--- config.mk ---
export PLATFORM = sky130hd
export DESIGN_NAME = arith_fsign_share_flat
export DESIGN_NICKNAME = d
export VERILOG_FILES = /design/src/rtl/arith_fsign_share_pkg.sv /design/src/rtl/arith_fsign_share_if.sv /design/src/rtl/arith_fsign_share_rr_arbiter.sv /design/src/rtl/arith_fsign_share.sv /design/src/flat_wrapper.sv
export SDC_FILE = /design/constraint.sdc
export NUM_CORES = 1
export LEC_CHECK = 0
export BUFFER_PORTS_ARGS = -buffer_cell sky130_fd_sc_hd__buf_4
export CAP_MARGIN = 20
export CORE_MARGIN = 1.5
export CORE_UTILIZATION = 44
export CTS_CLUSTER_DIAMETER = 50
export DETAILED_ROUTE_END_ITERATION = 6
export HOLD_SLACK_MARGIN = 0.08
export PLACE_DENSITY = 0.82
export SYNTH_ARGS = -nofsm -noshare
export SYNTH_HDL_FRONTEND = slang
export SYNTH_HIERARCHICAL = 1
export SYNTH_SLANG_ARGS = --single-unit
export TNS_END_PERCENT = 5
--- constraint.sdc ---
create_clock -name clk -period 4.25 [get_ports clk]
set_input_delay 1.275 -clock clk [delete_from_list [all_inputs] [get_ports clk]]
set_output_delay 1.275 -clock clk [all_outputs]
set_load 0.01 [all_outputs]
--- src/rtl/arith_fsign_share_pkg.sv ---
// rtl/arith_fsign_share_pkg.sv - shared types, constants and helpers for the FP sign-share block
// Purpose: op encoding, canonical NaN values, IEEE-754 field widths and a NaN detector
//          used by arith_fsign_share.
// Ports:   none (package).
package arith_fsign_pkg;

   typedef enum logic [1:0] {
      OP_NEG  = 2'b00,
      OP_ABS  = 2'b01,
      OP_PASS = 2'b10,
      OP_RSVD = 2'b11
   } fsign_op_e;

   localparam logic [31:0] CANON_NAN_32 = 32'h7FC0_0000;
   localparam logic [63:0] CANON_NAN_64 = 64'h7FF8_0000_0000_0000;

   localparam int EXP_W_32  = 8;
   localparam int MANT_W_32 = 23;
   localparam int EXP_W_64  = 11;
   localparam int MANT_W_64 = 52;

   // Operand is passed zero-extended to 64 bits; is64 selects which field layout to decode.
   function automatic logic is_nan(input logic [63:0] v, input logic is64);
      if (is64) begin
         return (&v[MANT_W_64 +: EXP_W_64]) && (|v[MANT_W_64-1:0]);
      end
      return (&v[MANT_W_32 +: EXP_W_32]) && (|v[MANT_W_32-1:0]);
   endfunction

endpackage

--- src/rtl/arith_fsign_share_if.sv ---
// rtl/arith_fsign_share_if.sv - requester-side bus bundle for the FP sign-share block
// Purpose: groups the per-requester request/result handshakes.
// Ports:   in_valid/in_ready/in_data/in_op   request channel, one lane per requester
//          out_valid/out_ready/out_data      result channel, shared data bus
//          master modport = requesters, slave modport = arith_fsign_share
interface arith_fsign_share_if #(
   parameter int NUM_REQ = 4,
   parameter int WIDTH   = 32
);
   logic [NUM_REQ-1:0]            in_valid;
   logic [NUM_REQ-1:0]            in_ready;
   logic [NUM_REQ-1:0][WIDTH-1:0] in_data;
   logic [NUM_REQ-1:0][1:0]       in_op;
   logic [NUM_REQ-1:0]            out_valid;
   logic [NUM_REQ-1:0]            out_ready;
   logic [WIDTH-1:0]              out_data;

   modport master (
      output in_valid, in_data, in_op, out_ready,
      input  in_ready, out_valid, out_data
   );

   modport slave (
      input  in_valid, in_data, in_op, out_ready,
      output in_ready, out_valid, out_data
   );
endinterface

--- src/rtl/arith_fsign_share_rr_arbiter.sv ---
// rtl/arith_fsign_share_rr_arbiter.sv - combinational round-robin grant search
// Purpose: picks the first active request at or after ptr_i, wrapping at NUM_REQ-1.
// Ports:   req_i  request vector        ptr_i  search start index
//          en_i   grant enable          gnt_o  one-hot grant
//          idx_o  index of the grant (0 when no grant)
module rr_arbiter #(
   parameter int NUM_REQ = 4,
   parameter int IDX_W   = (NUM_REQ > 1) ? $clog2(NUM_REQ) : 1
) (
   input  logic [NUM_REQ-1:0] req_i,
   input  logic [IDX_W-1:0]   ptr_i,
   input  logic               en_i,
   output logic [NUM_REQ-1:0] gnt_o,
   output logic [IDX_W-1:0]   idx_o
);

   logic             found;
   logic [IDX_W-1:0] cand;

   always_comb begin
      gnt_o = '0;
      idx_o = '0;
      found = 1'b0;
      cand  = '0;
      for (int k = 0; k < NUM_REQ; k++) begin
         // Explicit wrap so non-power-of-two NUM_REQ never indexes past the last lane.
         if (int'(ptr_i) + k >= NUM_REQ) begin
            cand = IDX_W'(int'(ptr_i) + k - NUM_REQ);
         end else begin
            cand = IDX_W'(int'(ptr_i) + k);
         end
         if (en_i && !found && req_i[cand]) begin
            found        = 1'b1;
            gnt_o[cand]  = 1'b1;
            idx_o        = cand;
         end
      end
   end

endmodule

--- src/rtl/arith_fsign_share.sv ---
// rtl/arith_fsign_share.sv - shared negate/abs/pass FP sign unit with round-robin arbitration
// Purpose: one registered result slot shared by NUM_REQ requesters; result routed back to
//          the requester that issued it. Same-cycle drain and refill gives full throughput.
// Ports:   clk  clock
//          rst  asynchronous active-high reset
//          bus  arith_fsign_share_if.slave (request and result channels)
// Config:  ARITH_FSIGN_NAN_CANON_EN - when defined, any NaN operand yields the canonical
//          quiet NaN; otherwise NaNs follow the plain sign-bit rule with payload kept.
module arith_fsign_share
   import arith_fsign_pkg::*;
#(
   parameter int NUM_REQ = 4,
   parameter int WIDTH   = 32
) (
   input logic              clk,
   input logic              rst,
   arith_fsign_share_if.slave bus
);

   localparam int IDX_W = (NUM_REQ > 1) ? $clog2(NUM_REQ) : 1;

   if (WIDTH != 32 && WIDTH != 64) begin : g_bad_width
      $fatal(1, "arith_fsign_share: WIDTH must be 32 or 64");
   end
   if (NUM_REQ < 2 || NUM_REQ > 16) begin : g_bad_num_req
      $fatal(1, "arith_fsign_share: NUM_REQ must be 2..16");
   end

   typedef enum logic {
      ST_EMPTY = 1'b0,
      ST_FULL  = 1'b1
   } res_state_e;

   res_state_e         state_q, state_d;
   logic [IDX_W-1:0]   owner_q, owner_d;
   logic [IDX_W-1:0]   ptr_q, ptr_d;
   logic [WIDTH-1:0]   data_q, data_d;

   logic [NUM_REQ-1:0] gnt;
   logic [IDX_W-1:0]   gnt_idx;
   logic [WIDTH-1:0]   operand;
   logic [WIDTH-1:0]   op_result;
   fsign_op_e          op;
   logic               res_valid, drain, slot_free, arb_en, accept;
   logic [NUM_REQ-1:0] out_valid_vec;

   assign res_valid = (state_q == ST_FULL);
   assign drain     = res_valid && bus.out_ready[owner_q];
   assign slot_free = !res_valid || drain;
   // Gating with rst keeps every in_ready low while reset is held.
   assign arb_en    = slot_free && !rst;

   rr_arbiter #(
      .NUM_REQ (NUM_REQ),
      .IDX_W   (IDX_W)
   ) u_arb (
      .req_i (bus.in_valid),
      .ptr_i (ptr_q),
      .en_i  (arb_en),
      .gnt_o (gnt),
      .idx_o (gnt_idx)
   );

   assign bus.in_ready = gnt;
   assign accept       = |(gnt & bus.in_valid);
   assign operand      = bus.in_data[gnt_idx];
   assign op           = fsign_op_e'(bus.in_op[gnt_idx]);

   always_comb begin
      op_result = operand;
      case (op)
         OP_NEG:  op_result[WIDTH-1] = ~operand[WIDTH-1];
         OP_ABS:  op_result[WIDTH-1] = 1'b0;
         default: op_result = operand;   // PASS and reserved
      endcase
`ifdef ARITH_FSIGN_NAN_CANON_EN
      if (is_nan(64'(operand), WIDTH == 64)) begin
         op_result = (WIDTH == 64) ? WIDTH'(CANON_NAN_64) : WIDTH'(CANON_NAN_32);
      end
`endif
   end

   always_comb begin
      state_d = state_q;
      owner_d = owner_q;
      data_d  = data_q;
      ptr_d   = ptr_q;
      if (accept) begin
         // Refill wins over drain: covers both EMPTY->FULL and same-cycle drain+refill.
         state_d = ST_FULL;
         owner_d = gnt_idx;
         data_d  = op_result;
         ptr_d   = (gnt_idx == IDX_W'(NUM_REQ-1)) ? '0 : gnt_idx + IDX_W'(1);
      end else if (drain) begin
         state_d = ST_EMPTY;
      end
   end

   always_ff @(posedge clk or posedge rst) begin
      if (rst) begin
         state_q <= ST_EMPTY;
         owner_q <= '0;
         ptr_q   <= '0;
         data_q  <= '0;
      end else begin
         state_q <= state_d;
         owner_q <= owner_d;
         ptr_q   <= ptr_d;
         data_q  <= data_d;
      end
   end

   always_comb begin
      out_valid_vec = '0;
      for (int i = 0; i < NUM_REQ; i++) begin
         out_valid_vec[i] = res_valid && (owner_q == IDX_W'(i));
      end
   end

   assign bus.out_valid = out_valid_vec;
   assign bus.out_data  = data_q;

endmodule

--- src/flat_wrapper.sv ---
// flat-port wrapper written by rule: the top's interface ports become plain ports
module arith_fsign_share_flat import arith_fsign_pkg::*;
#(
   parameter int NUM_REQ = 4,
   parameter int WIDTH   = 32
)
  (clk, rst, bus_in_valid, bus_in_data, bus_in_op, bus_out_ready, bus_in_ready, bus_out_valid, bus_out_data);
  arith_fsign_share_if #(.NUM_REQ(NUM_REQ), .WIDTH(WIDTH)) bus_i ();
  input logic clk;
  input logic rst;
  input wire logic [$bits(bus_i.in_valid)-1:0] bus_in_valid;
  input wire logic [$bits(bus_i.in_data)-1:0] bus_in_data;
  input wire logic [$bits(bus_i.in_op)-1:0] bus_in_op;
  input wire logic [$bits(bus_i.out_ready)-1:0] bus_out_ready;
  output wire logic [$bits(bus_i.in_ready)-1:0] bus_in_ready;
  output wire logic [$bits(bus_i.out_valid)-1:0] bus_out_valid;
  output wire logic [$bits(bus_i.out_data)-1:0] bus_out_data;
  assign bus_i.in_valid = bus_in_valid;
  assign bus_i.in_data = bus_in_data;
  assign bus_i.in_op = bus_in_op;
  assign bus_i.out_ready = bus_out_ready;
  assign bus_in_ready = bus_i.in_ready;
  assign bus_out_valid = bus_i.out_valid;
  assign bus_out_data = bus_i.out_data;
  arith_fsign_share #(.NUM_REQ(NUM_REQ), .WIDTH(WIDTH)) u_core (.clk(clk), .rst(rst), .bus(bus_i));
endmodule
After elaboration in Yosys (flattened, before gate mapping). Index checks and enable logic that the tools add are counted.

Bits in registers: 37. Output and inout port bits: 40.

$add $sub $neg: 8. $lt $le $gt $ge: 14. Equality and inequality tests: 5. Mux-type cells: 41. Bitwise logic cells: 5. Reductions and logical operators: 27.

Operator list (number): binary-select mux 32 bit (select 2 bit) (1); two-way mux 32 bit (1); two-way mux 2 bit (10); < comparator 2 x 3 -> 1 bit (second input constant) (6); logical AND 1 bit (17); two-way mux 4 bit (4); two-way mux 1 bit (14); OR 4 bit (3); binary-select mux 1 bit (select 2 bit) (5); greater-or-equal comparator 3 bit (second input constant) (3); demux 1 bit (select 2 bit) (4); greater-or-equal comparator 2 x 1 -> 1 bit (second input constant) (4); subtractor 2 x 1 -> 2 bit (second input constant) (4); adder 2 x 2 -> 3 bit (second input constant) (2); equality test 2 bit (second input constant) (3); zero test 1 bit (5); bitwise AND 4 bit (1); binary-select mux 2 bit (select 2 bit) (1); equality test 2 x 1 -> 1 bit (second input constant) (2); zero test 2 bit (2); OR reduction 4 bit (1); adder 2 x 1 -> 3 bit (second input constant) (1); greater-or-equal comparator 2 x 3 -> 1 bit (second input constant) (1); adder 2 x 1 -> 2 bit (second input constant) (1); other kinds (4) (4).

Longest topological paths before layout. Gate-level depths: netlist of the first run.

Depth after elaboration: 23. Gate-level depth with buffers: 14. Mapped depth without buffers: 10.

By module. The synthesis of the first run kept the hierarchy.

By module, submodules not included: arith_fsign_share (times used 1, cells an instance 142, area an instance 2489.9 sq um, seq. area each 925.9 sq um); rr_arbiter (times used 1, cells an instance 63, area an instance 531.8 sq um, seq. area each 0.0 sq um).

Least setup slack after synthesis of the first run. No wires, ideal clock.

Path kind: input-to-output. From: input port bus_out_ready[3]. To: output port bus_in_ready[0]. Arrival: 2.710 ns. Data required time: 2.975 ns. Path slack: 0.265 ns. Stages: 7. Buffers on the path: 0. Cells stage by stage: mux4_2 -> inv_1 -> a21oi_1 -> o211ai_1 -> o22ai_1 -> and3b_2 -> a221o_1.

Word-level cells in the longest chain between the ends: 19. Elaborated cells on any way between the ends: 25. Those cells by class: mux: 9; bitwise: 3; reduce/logical: 13.

Ends and longest elaborated chain: from (decl) (line flat_wrapper.sv:14) `input wire logic [$bits(bus_i.out_ready)-1:0] bus_out_ready;`; binary-select mux 1 bit (select 2 bit) * (line arith_fsign_share.sv:48) `assign drain = res_valid && bus.out_ready[owner_q];`; two-way mux 1 bit (implied by the code) * (line arith_fsign_share.sv:48); logical AND 1 bit * (line arith_fsign_share.sv:48); logical OR 1 bit * (line arith_fsign_share.sv:49) `assign slot_free = !res_valid || drain;`; logical AND 1 bit * (line arith_fsign_share.sv:51) `assign arb_en = slot_free && !rst;`; via u_core.arb_en (line arith_fsign_share.sv:44) `logic res_valid, drain, slot_free, arb_en, accept;`; logical AND 1 bit (line arith_fsign_share_rr_arbiter.sv:32) `if (en_i && !found && req_i[cand]) begin`; two-way mux 1 bit (line arith_fsign_share_rr_arbiter.sv:32); zero test 1 bit (line arith_fsign_share_rr_arbiter.sv:32); logical AND 1 bit (2 in a row) (line arith_fsign_share_rr_arbiter.sv:32); two-way mux 1 bit (line arith_fsign_share_rr_arbiter.sv:32); zero test 1 bit (line arith_fsign_share_rr_arbiter.sv:32); logical AND 1 bit (2 in a row) (line arith_fsign_share_rr_arbiter.sv:32); two-way mux 1 bit (line arith_fsign_share_rr_arbiter.sv:32); zero test 1 bit (line arith_fsign_share_rr_arbiter.sv:32); logical AND 1 bit (2 in a row) (line arith_fsign_share_rr_arbiter.sv:32); two-way mux 4 bit * (line arith_fsign_share_rr_arbiter.sv:32); to (decl) (line flat_wrapper.sv:15) `output wire logic [$bits(bus_i.in_ready)-1:0] bus_in_ready;`.

Mark *: on every way through the listed nets, which the timed path passes. The rest lies on a longest branch. The select of a mux whose other input is x is not followed.

Worst setup path after layout of the first run. Ends and elaborated chain as after synthesis.

==> results of run 1 <==
-- worst max-delay path, cell delays in order --
cell	delay, ns
buf_6	0.09
mux4_2	0.47
inv_2	0.09
a21oi_4	0.06
o211ai_1	0.09
o22ai_1	0.12
and3b_2	0.26
a221o_1	0.36
buf_6	0.13
-- metrics by stage --
step           instance area [µm²]  util [%]
2_1_floorplan                 3022         -
3_3_place_gp                  4441     66.09
3_5_place_dp                  4441     66.09
4_1_cts                       4537     67.52
5_1_grt                       4567     67.97
6_report                      4567     67.97
-- report_power, final --
part / internal, µW / total (µW) / switching (µW)
registers: 537 / 652 / 114
clock network: 131 / 250 / 119
logic: 1140 / 1960 / 816
-- state kept, by name, summed over array words and instances (netlist names) --
signal               count
u_core/ptr_q             2
u_core/owner_q           2
u_core/bus.out_data     32
u_core/res_valid         1
-- repair_timing --
action / CTS / global route
setup endpoints to repair: 0 / 4
resized for setup: 0 / 8
setup buffers: 0 / 0
hold buffers: 0 / 0
-- synthesized netlist by cell type, types with 3 or more instances --
cell type  count
nor3_1         3
buf_2          4
nor2_1         6
buf_12         5
inv_1          4
a21boi_1       4
nand2_1        5
ha_1           9
mux4_1         5
o21ai_0        4
mux2_2         9
buf_6          5
dfrtp_1       37
mux2_4        29
nor2b_1        3
nand3_1        4
a221o_1        5
mux2i_1        3
o211ai_1       4
mux4_2        29
-- final cells by class --
class | instances | share of cell area, %
clock buffers | 6 | 1.808
clock inverters | 2 | 0.3014
inverters | 5 | 0.4110
multi-input cells | 148 | 42.44
flip-flops and latches | 37 | 20.27
well taps | 80 | 2.192
repair buffers | 194 | 32.58
-- metal layers --
metal,track usage [%],share of wire (%),vias to the layer above
li1,-,-,1200
met1,26.74,37,1287
met2,41.66,55,124
met3,5.101,7.2,6
met4,4.985,0.73,0
met5,0,0,-
-- how the worst min path moves through the flow --
stage               slack, ns                                start                                   to
finish                   0.52  u_core/bus.out_data[19]$_DFFE_PP0P_  u_core/bus.out_data[19]$_DFFE_PP0P_
global route             0.53  u_core/bus.out_data[21]$_DFFE_PP0P_  u_core/bus.out_data[21]$_DFFE_PP0P_
CTS                      0.52   u_core/bus.out_data[6]$_DFFE_PP0P_   u_core/bus.out_data[6]$_DFFE_PP0P_
detailed placement       0.50   u_core/bus.out_data[6]$_DFFE_PP0P_   u_core/bus.out_data[6]$_DFFE_PP0P_
global placement         0.49  u_core/bus.out_data[10]$_DFFE_PP0P_  u_core/bus.out_data[10]$_DFFE_PP0P_
floorplan                0.51         u_core/res_valid$_DFFE_PP0P_         u_core/res_valid$_DFFE_PP0P_
-- kinds of logic after synthesis --
kind of cell	share of synthesized area, %
adder cells (fa/ha/maj)	3.727
buffers and inverters	6.583
multiplexers	44.72
AO/OA/AOI/OAI	8.986
flip-flops	30.64
AND/OR/NAND/NOR	5.342
==> impl_results.md, run 1 <==
* Status: completed
* Largest net degree at the start of global routing at 38
* # fillers at 502
* Setup ws final at 0.02261 ns
* Antenna Nets Post-Route at 0
* Setup TNS at 0 ns
* Post-synthesis sequential area ratio at 30.64%
* Hold Fails Final Rpt at 0
* Power Density at 626.2 nW/µm²
* Slew margin rel. at 29.88%
* RR Endpoint: u_core/bus.out_data[12]$_DFFE_PP0P_
* Synth Area per Inst at 14.74 µm²
* Top post-synthesis cells by area: dfrtp_1 (31%), mux4_2 (22%), mux2_4 (14%)
* Period utilization at 99.47%
* Final Skew at 0.006016 ns
* Reg-to-Reg Start: u_core/ptr_q[1]$_DFFE_PP0P_
* Worst setup endpoint: bus_in_ready[0]
* CTS tree: done
* Syn nets at 360
* Worst vdd rail ir drop at 310.9 µV
* Share of the synthesized area in the top cell type at 30.64%
* Worst Setup Path Type: in2out
* Startpoint Class: input pin
* Worst-Skew Late Latency at 0.28 ns
* Share of layout cells above drive strength 1 at 71.17%
* Async SR Flop Fraction at 100.0%
* Multi-input gate area at 1938 µm²
* RSZ-0062 raised after global routing: true
* Drt pass-1 iters at 4
* Rows at 30
* Worst Setup SP: bus_out_ready[3]
* Root Buffer: clkbuf_8
* Final nets at 546
* Largest area contributor in the netlist: dfrtp_1
* DRT iter0 DRCs at 59
* Clock buffer depth at 2
* Flops & latches, synth at 37
* Average wire per standard cell at 17.67 µm
* Minimum clock period at 4.227 ns
* CTS clk-pin slew, worst paths at 0.07 ns
* Vias per cell at 5.544
* Crit path required time at 2.97 ns
* Post-synth EDFFs at 0
* Hold Path Depth at 1
* Critical Path AT at 2.95 ns
* Crit Path Max Fanout at 5
* Clk sinks at 37
* R2r worst-path depth at 8
* DP Worst Slack at 0.008290 ns
* Ant diodes at 0
* PnR Total Power at 2860 µW
* All-layer global routing usage at 22.56%
* First-pass GRT wire length at 12,980 µm
* Total gr overflow at 0
* # setup viols final at 0
* Min-Delay Path Class: reg2reg
* Placeable Area at 6719 µm²
* Inst Count DP at 464
* R2R Setup Slk at 0.87 ns
* Seq. cell area at 925.9 µm²
* # DRC at 0
* Max Slew Vio Count at 0
* Worst-Margin Slew at 1.050 ns
* Vias in the first global route at 2,699
* Cell area after synthesis at 3022 µm²
* H-tree depth at 2
* Main synth FF type: dfrtp_1
* Total of max-cap violations at 0
* Lkg Pwr at 0.002161 µW
* Distinct cell type count after synthesis at 42
* GPL Wtd Cong at 0.9292
* Detailed Place HPWL at 6612 µm
* Fmax at 0.2366 GHz
* Synth Instances at 205
* Final Routed Wirelength at 8342 µm
* Hold slack at 0.5169 ns
* Commonest non-fill, non-tap cells in the layout: buf_4 (188), dfrtp_1 (37), mux4_2 (29), mux2_4 (29)
* Initial antenna violation count at 0
* Port Buffers at 185
* I/O pins at 186
* Initial Util at 44.97%
* Total number of vias at 2,617
* Die Area at 7374 µm²
* Synth warnings at 6
* Die Y at 85.87 µm
* Die W at 85.87 µm
* Commonest non-fill, non-tap cell in the layout: buf_4
* CTS Buf Count at 5
* Endpoint class of the critical path: primary output
* Layout Cells excl Fill at 472
* Area delta synth->final at 51.14%
Power figures use the tool's default switching activity.
==> run 2, diff against run 1 <==
--- a/config.mk
+++ b/config.mk
@@ -5,14 +5,13 @@
 export SDC_FILE = /design/constraint.sdc
 export NUM_CORES = 1
 export LEC_CHECK = 0
-export BUFFER_PORTS_ARGS = -buffer_cell sky130_fd_sc_hd__buf_4
 export CAP_MARGIN = 20
 export CORE_MARGIN = 1.5
-export CORE_UTILIZATION = 44
+export CORE_UTILIZATION = 35
 export CTS_CLUSTER_DIAMETER = 50
 export DETAILED_ROUTE_END_ITERATION = 6
+export DONT_BUFFER_PORTS = 1
 export HOLD_SLACK_MARGIN = 0.08
-export PLACE_DENSITY = 0.82
 export SYNTH_ARGS = -nofsm -noshare
 export SYNTH_HDL_FRONTEND = slang
 export SYNTH_HIERARCHICAL = 1
==> constraint.sdc (replaced) <==
create_clock -name clk -period 4.5 [get_ports clk]
set_input_delay 1.35 -clock clk [delete_from_list [all_inputs] [get_ports clk]]
set_output_delay 1.35 -clock clk [all_outputs]
set_load 0.01 [all_outputs]
==> run 2 against run 1 <==
Sequential share of layout area rose by 8.8 points. Worst hold slack improved by 0.067 ns. Wire length decreased by 10%. Global-route usage down 7.4 points. Critical path depth is 2 lower. Count of clock-buffer cells in the layout did not move. Largest cell class unchanged. Cell count fell by 34%. Non-clock buffer count down 187. Largest power group unchanged. Critical path type unchanged. Via count is 28% lower. Power down 18%. First-iteration DRC count up 27%.
==> impl_results.md, run 2 (synthesis results as in run 1) <==
* Final Skew at 0.01016 ns (+0.004143 ns)
* Total of max-cap violations at 0 (unchanged)
* CTS clk-pin slew, worst paths at 0.08 ns (about the same)
* Max Slew Vio Count at 0 (unchanged)
* Commonest non-fill, non-tap cell in the layout: dfrtp_1
* Status: completed
* Crit-path leading delay family: compound AO/OA/AOI/OAI gates
* CTS tree: done
* Minimum clock period at 4.239 ns
* Worst Setup Path Type: in2out
* Worst vdd rail ir drop at 241.5 µV (-22%)
* Endpoint class of the critical path: primary output
* GPL Wtd Cong at 0.8850 (-4.8%)
* All-layer global routing usage at 15.12% (-7.4 points)
* Initial antenna violation count at 1 (+1)
* Startpoint Class: input pin
* Crit path required time at 3.15 ns (+0.18 ns)
* Slew margin rel. at 29.14% (-0.74 points)
* Fmax at 0.2359 GHz
* First-pass GRT wire length at 10,360 µm (-20%)
* CP Cell Sequence: mux4_2 > inv_1 > a21oi_1 > o211ai_1 > o22ai_1 > and3b_2 > a221o_1
* # DRC at 0 (unchanged)
* Die Y at 95.92 µm (+12%)
* I/O pins at 186 (unchanged)
* Commonest non-fill, non-tap cells in the layout: dfrtp_1 (37), mux4_2 (29), mux2_4 (29)
* Area delta synth->final at 5.217%
* Worst-Margin Slew at 1.061 ns (+0.01112 ns)
* Clk sinks at 37 (unchanged)
* Power Density at 736.9 nW/µm² (+18%)
* H-tree depth at 2 (unchanged)
* Hold-fix buffers, CTS at 0 (unchanged)
* Post-cts resize count at 0 (unchanged)
* Min-Delay Path Class: reg2reg
* Root Buffer: clkbuf_8
* # fillers at 788 (+57%)
* Buf/Inv on CP at 1 (-2)
* Post-route cell area at 3179 µm² (-30%)
* Antenna Nets Post-Route at 0 (unchanged)
* Worst-Skew Late Latency at 0.29 ns (about the same)
* Lkg Pwr at 0.001249 µW (-42%)
* Die W at 95.92 µm (+12%)
* Final nets at 359 (-34%)
* Detailed Place HPWL at 5614 µm (-15%)
* Average wire per standard cell at 24.13 µm (+37%)
* CP peak stage delay at 0.48 ns (about the same)
* Crit Path Max Fanout at 5 (unchanged)
* Period utilization at 94.21%
* Critical path's slowest cell: mux4_2
* Total gr overflow at 0 (unchanged)
* RSZ-0062 raised after global routing: false
* Post-CTS setup buffers at 0 (unchanged)
* Max reg flops at 32 (unchanged)
* Critical Path AT at 2.89 ns (-0.06 ns)
* Vias per cell at 6.023 (+8.6%)
* Hold Fails Final Rpt at 0 (unchanged)
* Die Area at 9200 µm² (+25%)
* Vias in the first global route at 1,904 (-29%)
* Total number of vias at 1,873 (-28%)
* Placeable Area at 8299 µm² (+24%)
* Initial Util at 36.41% (-8.6 points)
* # setup viols final at 0 (unchanged)
* Largest net degree at the start of global routing at 38 (unchanged)
* Final Routed Wirelength at 7504 µm (-10%)
* Drt pass-1 iters at 4 (unchanged)
* Post-DP Area at 3080 µm² (-31%)
* DRT iter0 DRCs at 75 (+27%)
* Setup TNS at 0 ns (unchanged)
* CTS Buf Count at 5 (unchanged)
* Port Buffers at 0 (-100%)
* Rows at 33 (+10%)
* Share of layout cells above drive strength 1 at 43.90% (-27 points)
* Clock buffer depth at 2 (unchanged)
==> run 2: worst reg2reg max path, stage by stage (launching register included) <==
cell and delay (ns):
dfrtp_1 0.64, inv_1 0.21, ha_1 0.49, mux4_2 0.46
nor2_1 0.14, a222oi_1 0.14, o2bb2ai_4 0.85, mux4_2 0.45
mux2_4 0.27
==> run 2: final cells by class <==
| class | count | area (µm²) | area share [%] |
|---|---|---|---|
| Sequential cell | 37 | 925.9 | 29.12 |
| Tap cell | 105 | 131.4 | 4.132 |
| Clock inverter | 2 | 13.76 | 0.4329 |
| Multi-Input combinational cell | 148 | 1927 | 60.61 |
| Timing Repair Buffer | 7 | 77.57 | 2.440 |
| Antenna cell | 1 | 2.502 | 0.07871 |
| Clock buffer | 6 | 82.58 | 2.597 |
| Inverter | 5 | 18.77 | 0.5903 |
==> run 2: through the flow <==
| step | total power [µW] | instances | setup WS (ns) | util (%) | hold WS, ns |
|---|---|---|---|---|---|
| final | 2343 | 311 | 0.2605 | 38.31 | 0.5839 |
| after detailed placement | 2117 | 302 | 0.2683 | 37.12 | 0.5633 |
| after global routing | 2510 | 310 | 0.1986 | 38.28 | 0.6057 |
| after CTS | 2380 | 310 | 0.2637 | 38.28 | 0.5892 |
| after global placement | 2093 | 302 | 0.2948 | 37.12 | 0.5690 |
| after floorplan | 1960 | 205 | 0.3655 | - | 0.5146 |
==> run 2: layer usage <==
layer	track usage, %	wire length, µm
met1	19.79	3054
met2	25.47	3825
met3	3.318	590
met4	3.309	33
met5	0	0
==> run 2: final timing paths <==
kind,cells past startpoint,startpoint,end,slack [ns]
setup / recovery,7,bus_out_ready[3],bus_in_ready[2],0.26
hold / removal,1,u_core/bus.out_data[22]$_DFFE_PP0P_,u_core/bus.out_data[22]$_DFFE_PP0P_,0.58
setup reg to reg,8,u_core/ptr_q[1]$_DFFE_PP0P_,u_core/bus.out_data[5]$_DFFE_PP0P_,0.75
hold reg to reg,1,u_core/bus.out_data[22]$_DFFE_PP0P_,u_core/bus.out_data[22]$_DFFE_PP0P_,0.58
max in group asynchronous,2,rst,u_core/bus.out_data[18]$_DFFE_PP0P_,2.88
min in group asynchronous,1,rst,u_core/bus.out_data[29]$_DFFE_PP0P_,0.96
==> run 2: power by group <==
group | internal (µW) | switching, µW | total, µW
combinational | 802 | 576 | 1380
sequential | 507 | 212 | 719
clock | 124 | 122 | 246
